===== src/rtl/mz_reset_ce_gen.sv =====
// Reset sequencer and CPU clock-enable generator for the Sharp MZ cores.
// N asynchronous reset requests are synchronised and OR-ed, then stretched into
// a registered system reset. A selectable divider produces cpu_ce / cpu_ce_n.
// Speed changes are applied only at a period boundary, so they never glitch.
module mz_reset_ce_gen #(
  parameter int RST_CNT_W = 8,
  parameter int NSRC      = 4,
  parameter int NMODES    = 4,
  parameter int DIV_W     = 8,
  parameter logic [DIV_W*NMODES-1:0] DIV_LIST = 32'h02_04_08_10,
  parameter int DEF_MODE  = 0,
  localparam int MODE_W   = (NMODES > 1) ? $clog2(NMODES) : 1
) (
  input  logic              clk_sys,
  input  logic              reset_n,
  input  logic [NSRC-1:0]   rst_req,
  input  logic [MODE_W-1:0] mode_sel,
  output logic              sys_reset,
  output logic              sys_reset_n,
  output logic              cpu_ce,
  output logic              cpu_ce_n,
  output logic [MODE_W-1:0] mode_cur
);

  localparam int NTAB = 1 << MODE_W;

  // Divisor per encodable mode; entries below 2 are raised to 2, and codes
  // beyond NMODES get a harmless 2 (they are never accepted anyway).
  function automatic logic [NTAB*DIV_W-1:0] build_div_tab();
    logic [NTAB*DIV_W-1:0] t;
    logic [DIV_W-1:0]      d;
    for (int i = 0; i < NTAB; i++) t[DIV_W*i +: DIV_W] = DIV_W'(2);
    for (int i = 0; i < NMODES; i++) begin
      d = DIV_LIST[DIV_W*i +: DIV_W];
      if (d < DIV_W'(2)) d = DIV_W'(2);
      t[DIV_W*i +: DIV_W] = d;
    end
    return t;
  endfunction

  // One bit per encodable mode code: set when the code names a real mode.
  function automatic logic [NTAB-1:0] build_mode_ok();
    logic [NTAB-1:0] ok;
    ok = '0;
    for (int i = 0; i < NMODES; i++) ok[i] = 1'b1;
    return ok;
  endfunction

  localparam logic [NTAB*DIV_W-1:0] DIV_TAB = build_div_tab();
  localparam logic [NTAB-1:0]       MODE_OK = build_mode_ok();
  localparam logic [MODE_W-1:0]     DEF_M   = MODE_W'(DEF_MODE);
  localparam logic [RST_CNT_W-1:0]  CNT_MAX = '1;
  localparam logic [DIV_W-1:0]      DEF_D   = DIV_TAB[DIV_W*DEF_MODE +: DIV_W];

  function automatic logic [DIV_W-1:0] div_of(input logic [MODE_W-1:0] m);
    return DIV_TAB[DIV_W*int'(m) +: DIV_W];
  endfunction

  logic [NSRC-1:0]      req_s1, req_s2;
  logic                 req_s;
  logic [RST_CNT_W-1:0] cnt, cnt_nx;
  logic                 rst_nx;
  logic [MODE_W-1:0]    mode_s1, mode_s2, pend, pend_nx, mode_nx;
  logic [DIV_W-1:0]     div_d, div_nx, div_cnt, div_cnt_nx;
  logic                 hold;

  // Next-state for stretch counter, mode filter and divider.
  always_comb begin
    req_s  = |req_s2;
    cnt_nx = cnt;
    if (req_s)               cnt_nx = '0;
    else if (cnt != CNT_MAX) cnt_nx = cnt + 1'b1;
    rst_nx = (cnt_nx != CNT_MAX);

    // Accept only a value seen on two consecutive synchroniser outputs.
    pend_nx = pend;
    if (mode_s1 == mode_s2 && MODE_OK[mode_s2]) pend_nx = mode_s2;

    // Hold the divider on the cycle reset rises and the cycle it falls, so
    // div_cnt reads 1 one edge after sys_reset drops.
    hold       = sys_reset | rst_nx;
    div_cnt_nx = div_cnt + 1'b1;
    div_nx     = div_d;
    mode_nx    = mode_cur;
    if (hold) begin
      div_cnt_nx = '0;
      div_nx     = div_of(pend_nx);
      mode_nx    = pend_nx;
    end else if (div_cnt == div_d - 1'b1) begin
      div_cnt_nx = '0;
      div_nx     = div_of(pend_nx);
      mode_nx    = pend_nx;
    end
  end

  // All state and registered outputs; pulses are decoded from next-state so
  // they line up with div_cnt.
  always_ff @(posedge clk_sys or negedge reset_n) begin
    if (!reset_n) begin
      req_s1      <= '0;
      req_s2      <= '0;
      cnt         <= '0;
      sys_reset   <= 1'b1;
      sys_reset_n <= 1'b0;
      mode_s1     <= '0;
      mode_s2     <= '0;
      pend        <= DEF_M;
      mode_cur    <= DEF_M;
      div_d       <= DEF_D;
      div_cnt     <= '0;
      cpu_ce      <= 1'b0;
      cpu_ce_n    <= 1'b0;
    end else begin
      req_s1      <= rst_req;
      req_s2      <= req_s1;
      cnt         <= cnt_nx;
      sys_reset   <= rst_nx;
      sys_reset_n <= ~rst_nx;
      mode_s1     <= mode_sel;
      mode_s2     <= mode_s1;
      pend        <= pend_nx;
      mode_cur    <= mode_nx;
      div_d       <= div_nx;
      div_cnt     <= div_cnt_nx;
      cpu_ce      <= !hold && (div_cnt_nx == div_nx - 1'b1);
      cpu_ce_n    <= !hold && (div_cnt_nx == (div_nx >> 1) - 1'b1);
    end
  end

endmodule


===== config.mk =====
export PLATFORM = sky130hd
export DESIGN_NAME = mz_reset_ce_gen
export DESIGN_NICKNAME = d
export VERILOG_FILES = /design/src/rtl/mz_reset_ce_gen.sv
export SDC_FILE = /design/constraint.sdc
export NUM_CORES = 1
export LEC_CHECK = 0
export ABC_AREA = 0
export CORE_ASPECT_RATIO = 1.1
export CORE_MARGIN = 5
export CORE_UTILIZATION = 50
export DETAILED_ROUTE_END_ITERATION = 7
export GPL_TIMING_DRIVEN = 1
export PLACE_DENSITY = 0.8
export SYNTH_ARGS = -nofsm -noshare
export SYNTH_HDL_FRONTEND = slang
export SYNTH_SLANG_ARGS = --single-unit
export TNS_END_PERCENT = 5

===== constraint.sdc =====
create_clock -name clk_sys -period 9.4 [get_ports clk_sys]
set_input_delay 1.88 -clock clk_sys [delete_from_list [all_inputs] [get_ports clk_sys]]
set_output_delay 1.88 -clock clk_sys [all_outputs]
set_load 0.05 [all_outputs]

* Yosys cells after proc, flatten, opt, wreduce, memory -nomap -nowiden
Index checks and enable logic that the tools add are counted.
** Word-level totals
- Bits in registers :: 44
- Input bits :: 8
- Output and inout bits :: 6
- Logic and storage cells :: 45
** Operators by class
- Add/sub/neg operators :: 5
- Order comparisons :: 1
- Equality and inequality tests :: 6
- Shifts and indexed selects :: 1
- Mux-type cells :: 11
- Bitwise logic cells :: 2
- Reductions and logical operators :: 6
** Operator list (number)
- 2-to-1 mux 8 bit :: 6
- variable part select 32 x 6 -> 8 bit (first input constant) :: 1
- equality test 8 bit :: 3
- adder 8 x 1 -> 8 bit (second input constant) :: 2
- != test 8 bit (second input constant) :: 2
- subtractor 8 x 1 -> 8 bit (second input constant) :: 2
- subtractor 7 x 1 -> 8 bit (second input constant) :: 1
- 2-to-1 mux 2 bit :: 3
- OR reduction 4 bit :: 1
- logical AND 1 bit :: 3
- < comparator 2 x 3 -> 1 bit (second input constant) :: 1
- binary-select mux 1 bit (select 2 bit) :: 1
- equality test 2 bit :: 1
- nonzero test 2 bit :: 1
- zero test 1 bit :: 1
- 2-to-1 mux 1 bit :: 1
- inverter 1 bit :: 1
- OR 1 bit :: 1

* Logic depth before layout (Yosys ltp)
Gate-level depths: netlist of the first run.
- Depth after elaboration :: 10
- Gate-level depth with buffers :: 20

* Least setup slack after synthesis of the first run
Ideal clock, no wire load.
- Kind :: reg2reg
- Start :: register div_d[2]
- End :: register cpu_ce_n
- Library setup time :: 0.067 ns
- Arrival time :: 3.856 ns
- Data required time :: 9.333 ns
- Setup slack :: 5.477 ns
- Cell stages (with the launch flop) :: 19
- Period minus slack after synthesis :: 3.923 ns
- Cells stage by stage :: dfrtp_1 > buf_6 > or3_1 > buf_2 > o31a_1 > or4b_1 > a31o_1 > nor4bb_1 > buf_2 > clkbuf_1 > a21oi_1 > ha_1 > inv_1 > nor3_1 > nand2_1 > mux2i_1 > o211ai_1 > nor4b_1 > o221a_1
** Between the ends
- Longest elaborated chain between the ends :: 7
- Elaborated cells between the ends (all ways) :: 9
- Those cells by class :: 2 x add/sub; 2 x eq/ne; 4 x mux; 1 x reduce/logical
** Ends and longest elaborated chain
- start, declared :: RTL line 64 : logic [DIV_W-1:0] div_d, div_nx, div_cnt, div_cnt_nx;
- start signal, assigned :: RTL line 123 : div_d <= div_nx;
- subtractor 8 x 1 -> 8 bit :: RTL line 89 : end else if (div_cnt == div_d - 1'b1) begin
- equality test 8 bit :: RTL line 89
- 2-to-1 mux 8 bit :: RTL line 89
- 2-to-1 mux 8 bit :: RTL line 85 : if (hold) begin
- subtractor 7 x 1 -> 8 bit :: RTL line 126 : cpu_ce_n <= !hold && (div_cnt_nx == (div_nx >> 1) - 1'b1);
- equality test 8 bit * :: RTL line 126
- logical AND 1 bit * :: RTL line 126
- end signal, assigned :: RTL line 126
- end, declared :: RTL line 21 : output logic cpu_ce_n,
Mark *: on every way between the ends. The rest lies on a longest branch, timed or not.
A chain may end at the register's enable or synchronous reset.

* Worst setup path after layout of the first run
Ends and elaborated chain as after synthesis.

==> metrics.md, run 1 <==
| Metric | Value |
|---|---|
| Predominant post-synthesis flop cell | `dfrtp_1` |
| Clk sink count | `44` |
| Dpl hpwl | `3460 microns` |
| DR top layer | `met4` |
| Max FO, Critical Path | `26` |
| Crit-path most repeated cell | `a21oi_1` |
| Multi-input logic area | `1280 sq um` |
| Post-synth top area cell | `dfrtp_1` |
| Filler cells | `381` |
| Final Skew | `0.00363 ns` |
| Num CTS Buffers | `5` |
| Drt initial violations | `132` |
| Post-synthesis sequential area ratio | `44.7%` |
| Setup TNS | `0 ns` |
| CP Capture Type | `flop` |
| Util after Layout | `57.6%` |
| CTS Hold Bufs | `0` |
| Diode count | `0` |
| Net switching power | `129 uW` |
| Vias in the first global route | `1681` |
| Syn Std Cell Area | `2470 sq um` |
| Sequential Area | `1100 sq um` |
| Proportion of netlist area held by the largest area contributor | `42.6%` |
| DR vias | `1838` |
| CP cell instances | `nor4_1 -> a21oi_1 -> o2111ai_1 -> a31o_1 -> nor4bb_4 -> buf_4 -> nor2_1 -> a21oi_1 -> ha_1 -> inv_1 -> nor3_1 -> nand2_1 -> mux2i_1 -> o211ai_1 -> nor4b_1 -> o221a_1` |
| GRT overflow | `0` |
| Leakage power | `0.00116 uW` |
| Wire per inst | `16.0 microns` |
| Min-delay worst type | `reg2reg` |
| CP bufs+invs | `2` |
| All-Layer GR Usage | `15.9%` |
| Placed cell areas | `2620 sq um` |
| Worst path max stage delay | `0.71 ns` |
| Clock Path Buffers | `2` |
| Yosys reg bits | `44` |
| Logic pwr share | `21.3%` |
| CTS tree | `yes` |
| Initial Utilization | `52.3%` |
| Hold path cells | `0` |
| Row count | `26` |
| Crit Path Category | `reg2reg` |
| Gpl congestion | `0.832` |
| Nets | `265` |
| Final period util | `47.5%` |
| Final min period | `4.46 ns` |
| Final WL | `4950 microns` |
| Met3 wire length | `235 microns` |
| Syn Inst Count | `244` |
| Post-CTS Repair Setup Buffers | `0` |
| End of the worst hold path | `req_s2[2]$_DFF_PN0_` |
| Initial DRT Pass Iterations | `4` |
| Register-to-register setup slack | `4.94 ns` |
| First-pass GRT wire length | `8310 microns` |
| M1 wire length | `2370 microns` |
| Internal Power | `292 uW` |
| Die W | `77.0 microns` |
| Synth warnings | `0` |
| Fraction of layout cells with a size suffix above 1 | `6.72%` |
| Reg-to-Reg Start | `div_d[2]$_DFF_PN0_` |
| WP data required | `9.64 ns` |
| CTS root buf | `clkbuf_8` |
| Post-synth EDFFs | `0` |
| Least-Margin Pin Slew | `0.931 ns` |
| Die area | `6440 sq um` |
| Sw Ratio | `30.7%` |
| Startpoint class of the critical path | `flop` |
| Sequential power share | `49.8%` |
| Power share of the clock group | `28.8%` |
| Core Area | `4720 sq um` |
| Max_cap viols | `0` |
| Vias per cell | `5.95` |
| Finished Cell Area | `2720 sq um` |
| Synth unique cells | `57` |
| Residual DRC count | `0` |
| Hold path startpoint | `req_s1[2]$_DFF_PN0_` |
| Initial antenna violation count | `0` |
| Antenna Nets Post-Route | `0` |
| I/O pin count | `14` |
| Final setup viols | `0` |
| Slowest CP cell | `nor4_1` |
| Post-CTS resize count | `0` |
| H-tree levels | `2` |
| Clock latency at the later pin of the worst-skew pair | `0.30 ns` |
| Largest net degree at the start of global routing | `45` |
| Pwr/cell area | `155 nW/um^2` |
| Family with the most delay on the worst path | `simple AND/OR/NAND/NOR gates` |
| # port buffers | `13` |
| Largest vdd supply drop | `0.131 mV` |
| Synth async-reset ratio | `100%` |
| Top cells by area, synth | `dfrtp_1, xnor2_1, xor2_1` |
| Clk slew on worst S/H paths | `0.09 ns` |
| Final Hold Viols | `0` |
| P&R area growth vs syn | `9.98%` |
| Max Clk Rate | `224 MHz` |
| Synth Net Count | `257` |
| Cell count of the worst reg-to-reg path | `16` |
| Die height | `83.7 microns` |
| Met2 routed WL | `2270 microns` |
| Post-synthesis area per instance | `10.1 sq um` |
| Reg-to-Reg End | `cpu_ce_n$_DFF_PN0_` |
| Slew HR | `37.9%` |
| Max Slew Vio Count | `0` |
| Crit path DAT | `4.70 ns` |
| Outcome | `finished, final reports clean` |
| RSZ-0062 raised after global routing | `no` |
-- registers in the layout (all words and copies together), names as in the netlist --
signal,cells
div_d,8
sys_reset_n,1
mode_s1,2
req_s2,4
pend,2
cpu_ce,1
sys_reset,1
div_cnt,8
mode_s2,2
cnt,8
req_s1,4
mode_cur,2
cpu_ce_n,1
-- metrics by stage --
stage          total power (uW)  hold slack (ns)  setup slack [ns]  instances
3_5_place_dp                300            0.335              5.06        301
5_1_grt                     446            0.364              4.63        309
6_report                    421            0.353              4.94        309
3_3_place_gp                299            0.332              5.17        301
4_1_cts                     423            0.355              5.01        309
2_1_floorplan               282            0.331              5.48        244
-- placed cells by master (no fill, tap or decap), types with 6 or more instances in the layout --
cell | synthesis | final
a21oi_1 | 12 | 12
and3_1 | 6 | 6
clkdlybuf4s50_1 | 0 | 12
dfrtp_1 | 42 | 42
inv_1 | 8 | 8
nand2_1 | 12 | 12
nor2_1 | 16 | 16
nor2b_1 | 7 | 7
nor3_1 | 12 | 12
xnor2_1 | 23 | 23
xor2_1 | 10 | 10
-- worst register-to-register path: cells and delay by family (launching register included) --
family	cells	cell delay [ns]
and+or+nand+nor	6	1.81
AOI/OAI and AO/OA	6	1.21
adders and majority gates	1	0.30
buffers and inverters	2	0.41
DFF	1	0.50
muxes	1	0.17
-- kinds of logic (layout without fill, tap and decap cells) --
kind of cell	after synthesis	in the layout	share of synthesized area (%)
AO/OA/AOI/OAI	46	46	13.3
XOR/XNOR	34	34	12.6
multiplexers	9	9	3.85
flip-flops	44	44	44.7
buffers and inverters	21	30	3.85
AND/OR/NAND/NOR	85	85	19.2
adder cells (fa/ha/maj)	5	5	2.53
-- synth_stat cells, drive strengths merged (4+ instances only) --
master / n
dfrtp: 42
xnor2: 23
nor2: 16
a21oi: 12
nand2: 12
nor3: 12
xor2: 10
inv: 8
buf: 7
nor2b: 7
and3: 6
clkbuf: 6
o21ai: 6
and2: 5
ha: 5
mux2i: 5
nand3: 5
o211ai: 5
mux2: 4
nand2b: 4
-- how the worst max path moves through the flow --
stage,start,end,slack (ns),cells after the start
6_report,div_d[2]$_DFF_PN0_,cpu_ce_n$_DFF_PN0_,4.94,16
5_1_grt,req_s2[1]$_DFF_PN0_,cpu_ce_n$_DFF_PN0_,4.63,16
4_1_cts,div_d[3]$_DFF_PN0_,cpu_ce_n$_DFF_PN0_,5.01,16
3_5_place_dp,req_s2[1]$_DFF_PN0_,cpu_ce_n$_DFF_PN0_,5.06,16
3_3_place_gp,div_d[0]$_DFF_PN0_,cpu_ce_n$_DFF_PN0_,5.17,18
2_1_floorplan,div_d[2]$_DFF_PN0_,cpu_ce_n$_DFF_PN0_,5.48,18
-- layout make-up --
type | count | area share (%)
multi-input combinational | 179 | 47.3
tap | 56 | 2.58
clock buffer | 5 | 2.53
timing repair buffer | 14 | 4.88
sequential | 44 | 40.6
inverter | 8 | 1.11
clock inverter | 3 | 0.922
-- layer usage --
layer | GRT usage [%] | up-vias
met3 | 2.92 | 11
li1 | - | 889
met4 | 4.69 | 0
met2 | 24.9 | 60
met5 | 0 | -
met1 | 22.3 | 878
-- power groups by stage --
| stage | sequential [uW] | combinational, uW | clock, uW |
|---|---|---|---|
| after floorplan | 210 | 71.9 | 0 |
| after global placement | 213 | 86.5 | 0 |
| after detailed placement | 213 | 87.2 | 0 |
| after CTS | 209 | 88.8 | 125 |
| after global routing | 211 | 98.5 | 136 |
| final | 210 | 89.8 | 121 |
No activity file was read; power rests on OpenSTA's default activity.
==> run 2, diff against run 1 <==
PLACE_DENSITY = 0.82   (was 0.8)
clock period = 4 ns   (was 9.4 ns; I/O delays follow)
==> run 2 against run 1 <==
Via count grew 5.3%; largest cell class unchanged; count of clock-buffer cells in the layout did not move; critical path type unchanged; clock power grew to 2.9 times the previous value; routed wire length increased by 12%; total power grew to 2.6 times the previous value; first-iteration DRC count grew 27%; clock skew increased by 0.0051 ns.
==> metrics.md, run 2 (synthesized netlist as in run 1, its figures left out) <==
| Metric | Value |
|---|---|
| Max FO, Critical Path | `4` |
| Cell count of the worst reg-to-reg path | `15` |
| Max_cap viols | `0` |
| CTS root buf | `clkbuf_8` |
| Filler cells | `361` |
| P&R area growth vs syn | `17.8%` |
| Setup ws final | `0.186 ns` |
| I/O pin count | `14` |
| RSZ-0062 raised after global routing | `yes` |
| Hold path cells | `0` |
| Residual DRC count | `0` |
| Clk slew on worst S/H paths | `0.09 ns` |
| GRT overflow | `0` |
| DR vias | `1936` |
| Wire per inst | `17.0 microns` |
| Setup TNS | `0 ns` |
| Initial Utilization | `52.3%` |
| Leakage power | `0.00125 uW` |
| Sequential Area | `1100 sq um` |
| Hold path startpoint | `req_s1[2]$_DFF_PN0_` |
| CTS tree | `yes` |
| Row count | `26` |
| Final Hold Viols | `0` |
| CP cell instances | `or3_4 -> o31a_1 -> or4b_1 -> a31o_1 -> nor4bb_4 -> buf_4 -> nor3b_2 -> a21oi_1 -> ha_1 -> and3_1 -> nor3_2 -> a21oi_1 -> a21o_1 -> a2111oi_4 -> buf_4` |
| Outcome | `finished, final reports clean` |
| Max Slew Vio Count | `0` |
| Largest vdd supply drop | `0.328 mV` |
| Reg-to-Reg End | `cpu_ce$_DFF_PN0_` |
| Clock Path Buffers | `2` |
| Reg-to-Reg Start | `div_d[2]$_DFF_PN0_` |
| Worst slack, placed | `0.0472 ns` |
| Largest net degree at the start of global routing | `45` |
| Pwr/cell area | `380 nW/um^2` |
| End of the worst hold path | `req_s2[2]$_DFF_PN0_` |
| Least-Margin Pin Slew | `0.947 ns` |
| # port buffers | `13` |
| Dpl hpwl | `4020 microns` |
| WP data required | `4.26 ns` |
| Final min period | `3.81 ns` |
| Min-delay worst type | `reg2reg` |
| Final period util | `95.4%` |
| Antenna Nets Post-Route | `0` |
| Vias in the first global route | `1915` |
| Slowest CP cell | `or4b_1` |
| Hold Worst Slack | `0.356 ns` |
| Final Skew | `0.00874 ns` |
| Multi-input logic area | `1340 sq um` |
| Startpoint class of the critical path | `flop` |
| Gpl congestion | `0.952` |
| All-Layer GR Usage | `17.4%` |
| Crit Path Category | `reg2reg` |
| Max Clk Rate | `262 MHz` |
| Slew HR | `36.9%` |
| Worst path max stage delay | `0.55 ns` |
| Commonest non-fill, non-tap cell in the layout | `dfrtp_1` |
| Initial DRT Pass Iterations | `4` |
| Register-to-register setup slack | `0.19 ns` |
| Design Power | `1100 uW` |
| Nets | `281` |
| Drt initial violations | `167` |
| Die W | `77.0 microns` |
| Die height | `83.7 microns` |
| Crit path DAT | `4.07 ns` |
| Commonest cells after routing, fill and taps aside | `dfrtp_1, xnor2_1, buf_4, nor2_1` |
| H-tree levels | `2` |
| Clock latency at the later pin of the worst-skew pair | `0.31 ns` |
| Vias per cell | `5.96` |
| Fraction of layout cells with a size suffix above 1 | `14.5%` |
| First-pass GRT wire length | `9070 microns` |
| CP Capture Type | `flop` |
| Num CTS Buffers | `5` |
| Top flop regs | `cnt (8), div_cnt (8), div_d (8)` |
| Final setup viols | `0` |
| Final WL | `5520 microns` |
| Core Area | `4720 sq um` |
| Diode count | `0` |
| Die area | `6440 sq um` |
| Initial antenna violation count | `0` |
| Clk sink count | `44` |
run 2: final cells by class:
class / count / share of cell area, %
Clock buffer: 5 / 2.37
Multi-Input combinational cell: 179 / 46.0
Sequential cell: 44 / 38.0
Inverter: 8 / 1.03
Tap cell: 56 / 2.41
Timing Repair Buffer: 30 / 8.69
Clock inverter: 3 / 1.59
run 2: how the worst max path moves through the flow:
stage                       start            endpoint  slack [ns]  cells past startpoint
2_1_floorplan  div_d[2]$_DFF_PN0_  cpu_ce_n$_DFF_PN0_        0.08                     18
3_3_place_gp     cnt[0]$_DFF_PN0_    cpu_ce$_DFF_PN0_        0.11                     16
3_5_place_dp     cnt[0]$_DFF_PN0_    cpu_ce$_DFF_PN0_        0.05                     16
4_1_cts          cnt[0]$_DFF_PN0_    cpu_ce$_DFF_PN0_        0.02                     16
5_1_grt        div_d[3]$_DFF_PN0_    cpu_ce$_DFF_PN0_       -0.02                     15
6_report       div_d[2]$_DFF_PN0_    cpu_ce$_DFF_PN0_        0.19                     15
run 2: per-stage QoR:
stage | instance area [sq um] | std cells | utilization, %
6_report | 2910 | 325 | 61.6
5_1_grt | 2910 | 325 | 61.6
4_1_cts | 2840 | 323 | 60.2
3_5_place_dp | 2730 | 315 | 57.8
3_3_place_gp | 2730 | 315 | 57.8
2_1_floorplan | 2470 | 244 | -
run 2: per-layer routing:
metal	up-vias	part of all wire (%)	global-route usage [%]
li1	922	-	-
met1	933	43	23.0
met2	66	47	27.1
met3	15	8.0	4.64
met4	0	1.9	7.19
met5	-	0	0
run 2: what timing repair did:
item	4_1_cts	5_1_grt
buffers inserted	0	2
resized for setup	0	9
endpoints found under the setup margin	0	2
hold buffers	0	0
run 2: where the power goes:
| group | switching (uW) | internal (uW) |
|---|---|---|
| registers | 17.0 | 464 |
| clock network | 161 | 188 |
| logic | 153 | 121 |
| total | 331 | 774 |
run 2: worst max-delay path, delay by kind of cell (launching register included):
kind	cells	cell delay (ns)
AOI/OAI and AO/OA	6	1.14
adders and majority gates	1	0.23
buffers and inverters	2	0.30
DFF	1	0.43
and+or+nand+nor	6	1.67
==> run 3, diff against run 2 <==
CELL_PAD_IN_SITES_DETAIL_PLACEMENT = 1   (was not set)
CELL_PAD_IN_SITES_GLOBAL_PLACEMENT = 2   (was not set)
CORE_ASPECT_RATIO = not set   (was 1.1)
CORE_UTILIZATION = 35   (was 50)
PLACE_DENSITY = 0.86   (was 0.82)
==> run 3 against run 2 <==
Largest cell class unchanged; total power rose by 1.2%; worst setup slack gained 0.0045 ns; highest routed layer unchanged; global-route usage shrank 1.9 points; non-clock buffer count increased by 5; final cell count rose by 14%; clock power grew 4%; sequential cell count did not move; routed wire length increased by 18%; first-iteration DRC count fell by 68%; sequential share of layout area is 1.7 points lower; register-to-register slack hardly changed.
==> metrics.md, run 3 (synthesized netlist as in run 1, its figures left out) <==
| Metric | Value |
|---|---|
| Outcome | `finished, final reports clean` |
| Clk slew on worst S/H paths | `0.09 ns` |
| Vias per cell | `5.31` |
| Initial DRT Pass Iterations | `4` |
| Antenna Nets Post-Route | `0` |
| First-pass GRT wire length | `10800 microns` |
| All-Layer GR Usage | `15.5%` |
| CTS root buf | `clkbuf_8` |
| Dpl hpwl | `4580 microns` |
| Largest vdd supply drop | `0.222 mV` |
| Max_cap viols | `0` |
| Reg-to-Reg Start | `div_d[2]$_DFF_PN0_` |
| # port buffers | `13` |
| CTS Hold Bufs | `0` |
| Die height | `94.0 microns` |
| Gpl congestion | `0.797` |
| Hold path startpoint | `req_s1[2]$_DFF_PN0_` |
| Clk sink count | `44` |
| Max FO, Critical Path | `5` |
| Vias in the first global route | `2147` |
| Residual DRC count | `0` |
| Hold path cells | `0` |
| Leakage power | `0.00129 uW` |
| Drt initial violations | `54` |
| Final Hold Viols | `0` |
| Max Slew Vio Count | `0` |
| Reg-to-Reg End | `cpu_ce_n$_DFF_PN0_` |
| Die area | `8830 sq um` |
| Crit Path Category | `reg2reg` |
| Final setup viols | `0` |
| Placed cell areas | `2770 sq um` |
| Hold Worst Slack | `0.353 ns` |
| Final Skew | `0.00985 ns` |
| Slew HR | `31.7%` |
| RSZ-0062 raised after global routing | `no` |
| Clock Path Buffers | `2` |
| Cell count of the worst reg-to-reg path | `15` |
| Register-to-register setup slack | `0.19 ns` |
| Final WL | `6500 microns` |
| End of the worst hold path | `req_s2[2]$_DFF_PN0_` |
| Finished Cell Area | `3040 sq um` |
| Setup ws final | `0.190 ns` |
| Pwr/cell area | `367 nW/um^2` |
| Startpoint class of the critical path | `flop` |
| P&R area growth vs syn | `23.3%` |
| Initial antenna violation count | `0` |
| I/O pin count | `14` |
| Nets | `286` |
| Die W | `94.0 microns` |
| Final period util | `95.2%` |
| DR vias | `1965` |
| Row count | `30` |
| Crit path DAT | `4.05 ns` |
| Wire per inst | `17.6 microns` |
| Num CTS Buffers | `5` |
| CTS tree | `yes` |
| H-tree levels | `2` |
| Fraction of layout cells with a size suffix above 1 | `17.9%` |
| Commonest non-fill, non-tap cell in the layout | `dfrtp_1` |
| Initial Utilization | `36.1%` |
| Worst slack, placed | `-0.116 ns` |
| Final min period | `3.81 ns` |
| Largest net degree at the start of global routing | `45` |
| Clock latency at the later pin of the worst-skew pair | `0.29 ns` |
| GRT overflow | `0` |
| WP data required | `4.24 ns` |
| CP Capture Type | `flop` |
| Top flop regs | `cnt (8), div_cnt (8), div_d (8)` |
| Min-delay worst type | `reg2reg` |
| Diode count | `0` |
| Least-Margin Pin Slew | `1.03 ns` |
| Max Clk Rate | `262 MHz` |
| Core Area | `6830 sq um` |
| Commonest cells after routing, fill and taps aside | `dfrtp_1, xnor2_1, buf_4, nor2_1` |
[run 3: changes by cell type in the layout (fill, tap and decap cells not counted), sizes merged]
cell      change
buf           +3
clkbuf        +3
clkinv        +1
clkinvlp      -1
inv           -1
[run 3: cell type report]
class	count	area [sq um]
Inverter	8	30.0
Timing Repair Buffer	35	338
Clock inverter	2	38.8
Multi-Input combinational cell	179	1330
Tap cell	96	120
Sequential cell	44	1100
Clock buffer	6	82.6
Fill cell	766	3790
[run 3: per-layer routing]
layer,GRT usage (%),up-vias,routed length (microns)
li1,-,925,-
met1,20.3,995,2960
met2,26.8,36,3220
met3,2.24,9,206
met4,4.09,0,114
met5,0,-,0
[run 3: metrics by stage]
stage	setup TNS [ns]	total power (uW)	instances	utilization, %
final	0	1120	370	44.6
after global routing	0	1180	370	44.6
after CTS	0	1120	361	42.6
after detailed placement	-0.116	746	353	40.6
after global placement	0	743	353	40.6
after floorplan	0	662	244	-
[run 3: report_power, final]
group	switching [uW]	total, uW	leakage, uW	internal (uW)
Combinational	154	278	0.000669	124
Clock	157	362	0.0000614	204
Sequential	13.9	478	0.000560	464
[run 3: worst max-delay path by stage]
| stage | from | endpoint | slack (ns) | cells after the start |
|---|---|---|---|---|
| global route | div_d[0]$_DFF_PN0_ | cpu_ce_n$_DFF_PN0_ | 0.02 | 18 |
| detailed placement | cnt[0]$_DFF_PN0_ | cpu_ce_n$_DFF_PN0_ | -0.12 | 17 |
| global placement | cnt[0]$_DFF_PN0_ | cpu_ce_n$_DFF_PN0_ | 0.05 | 15 |
| CTS | cnt[0]$_DFF_PN0_ | cpu_ce_n$_DFF_PN0_ | 0.03 | 17 |
| floorplan | div_d[2]$_DFF_PN0_ | cpu_ce_n$_DFF_PN0_ | 0.08 | 18 |
| finish | div_d[2]$_DFF_PN0_ | cpu_ce_n$_DFF_PN0_ | 0.19 | 15 |
[run 3: worst max-delay path: stages, from the launching register on]
cell      delay [ns]
dfrtp_1         0.38
or3_1           0.44
o31a_1          0.28
or4b_1          0.53
a31o_1          0.25
nor4bb_4        0.18
buf_12          0.14
a21oi_2         0.15
ha_2            0.23
inv_1           0.10
nor3_4          0.23
nand2_1         0.09
mux2i_1         0.16
o211ai_1        0.12
nor4b_2         0.26
o221a_1         0.21
[run 3: what timing repair did]
item / 4_1_cts / 5_1_grt
setup endpoints to repair: 1 / 2
gates resized for setup: 3 / 9
pin swaps: 0 / 5
cloned: 0 / 2
setup buffers: 0 / 7
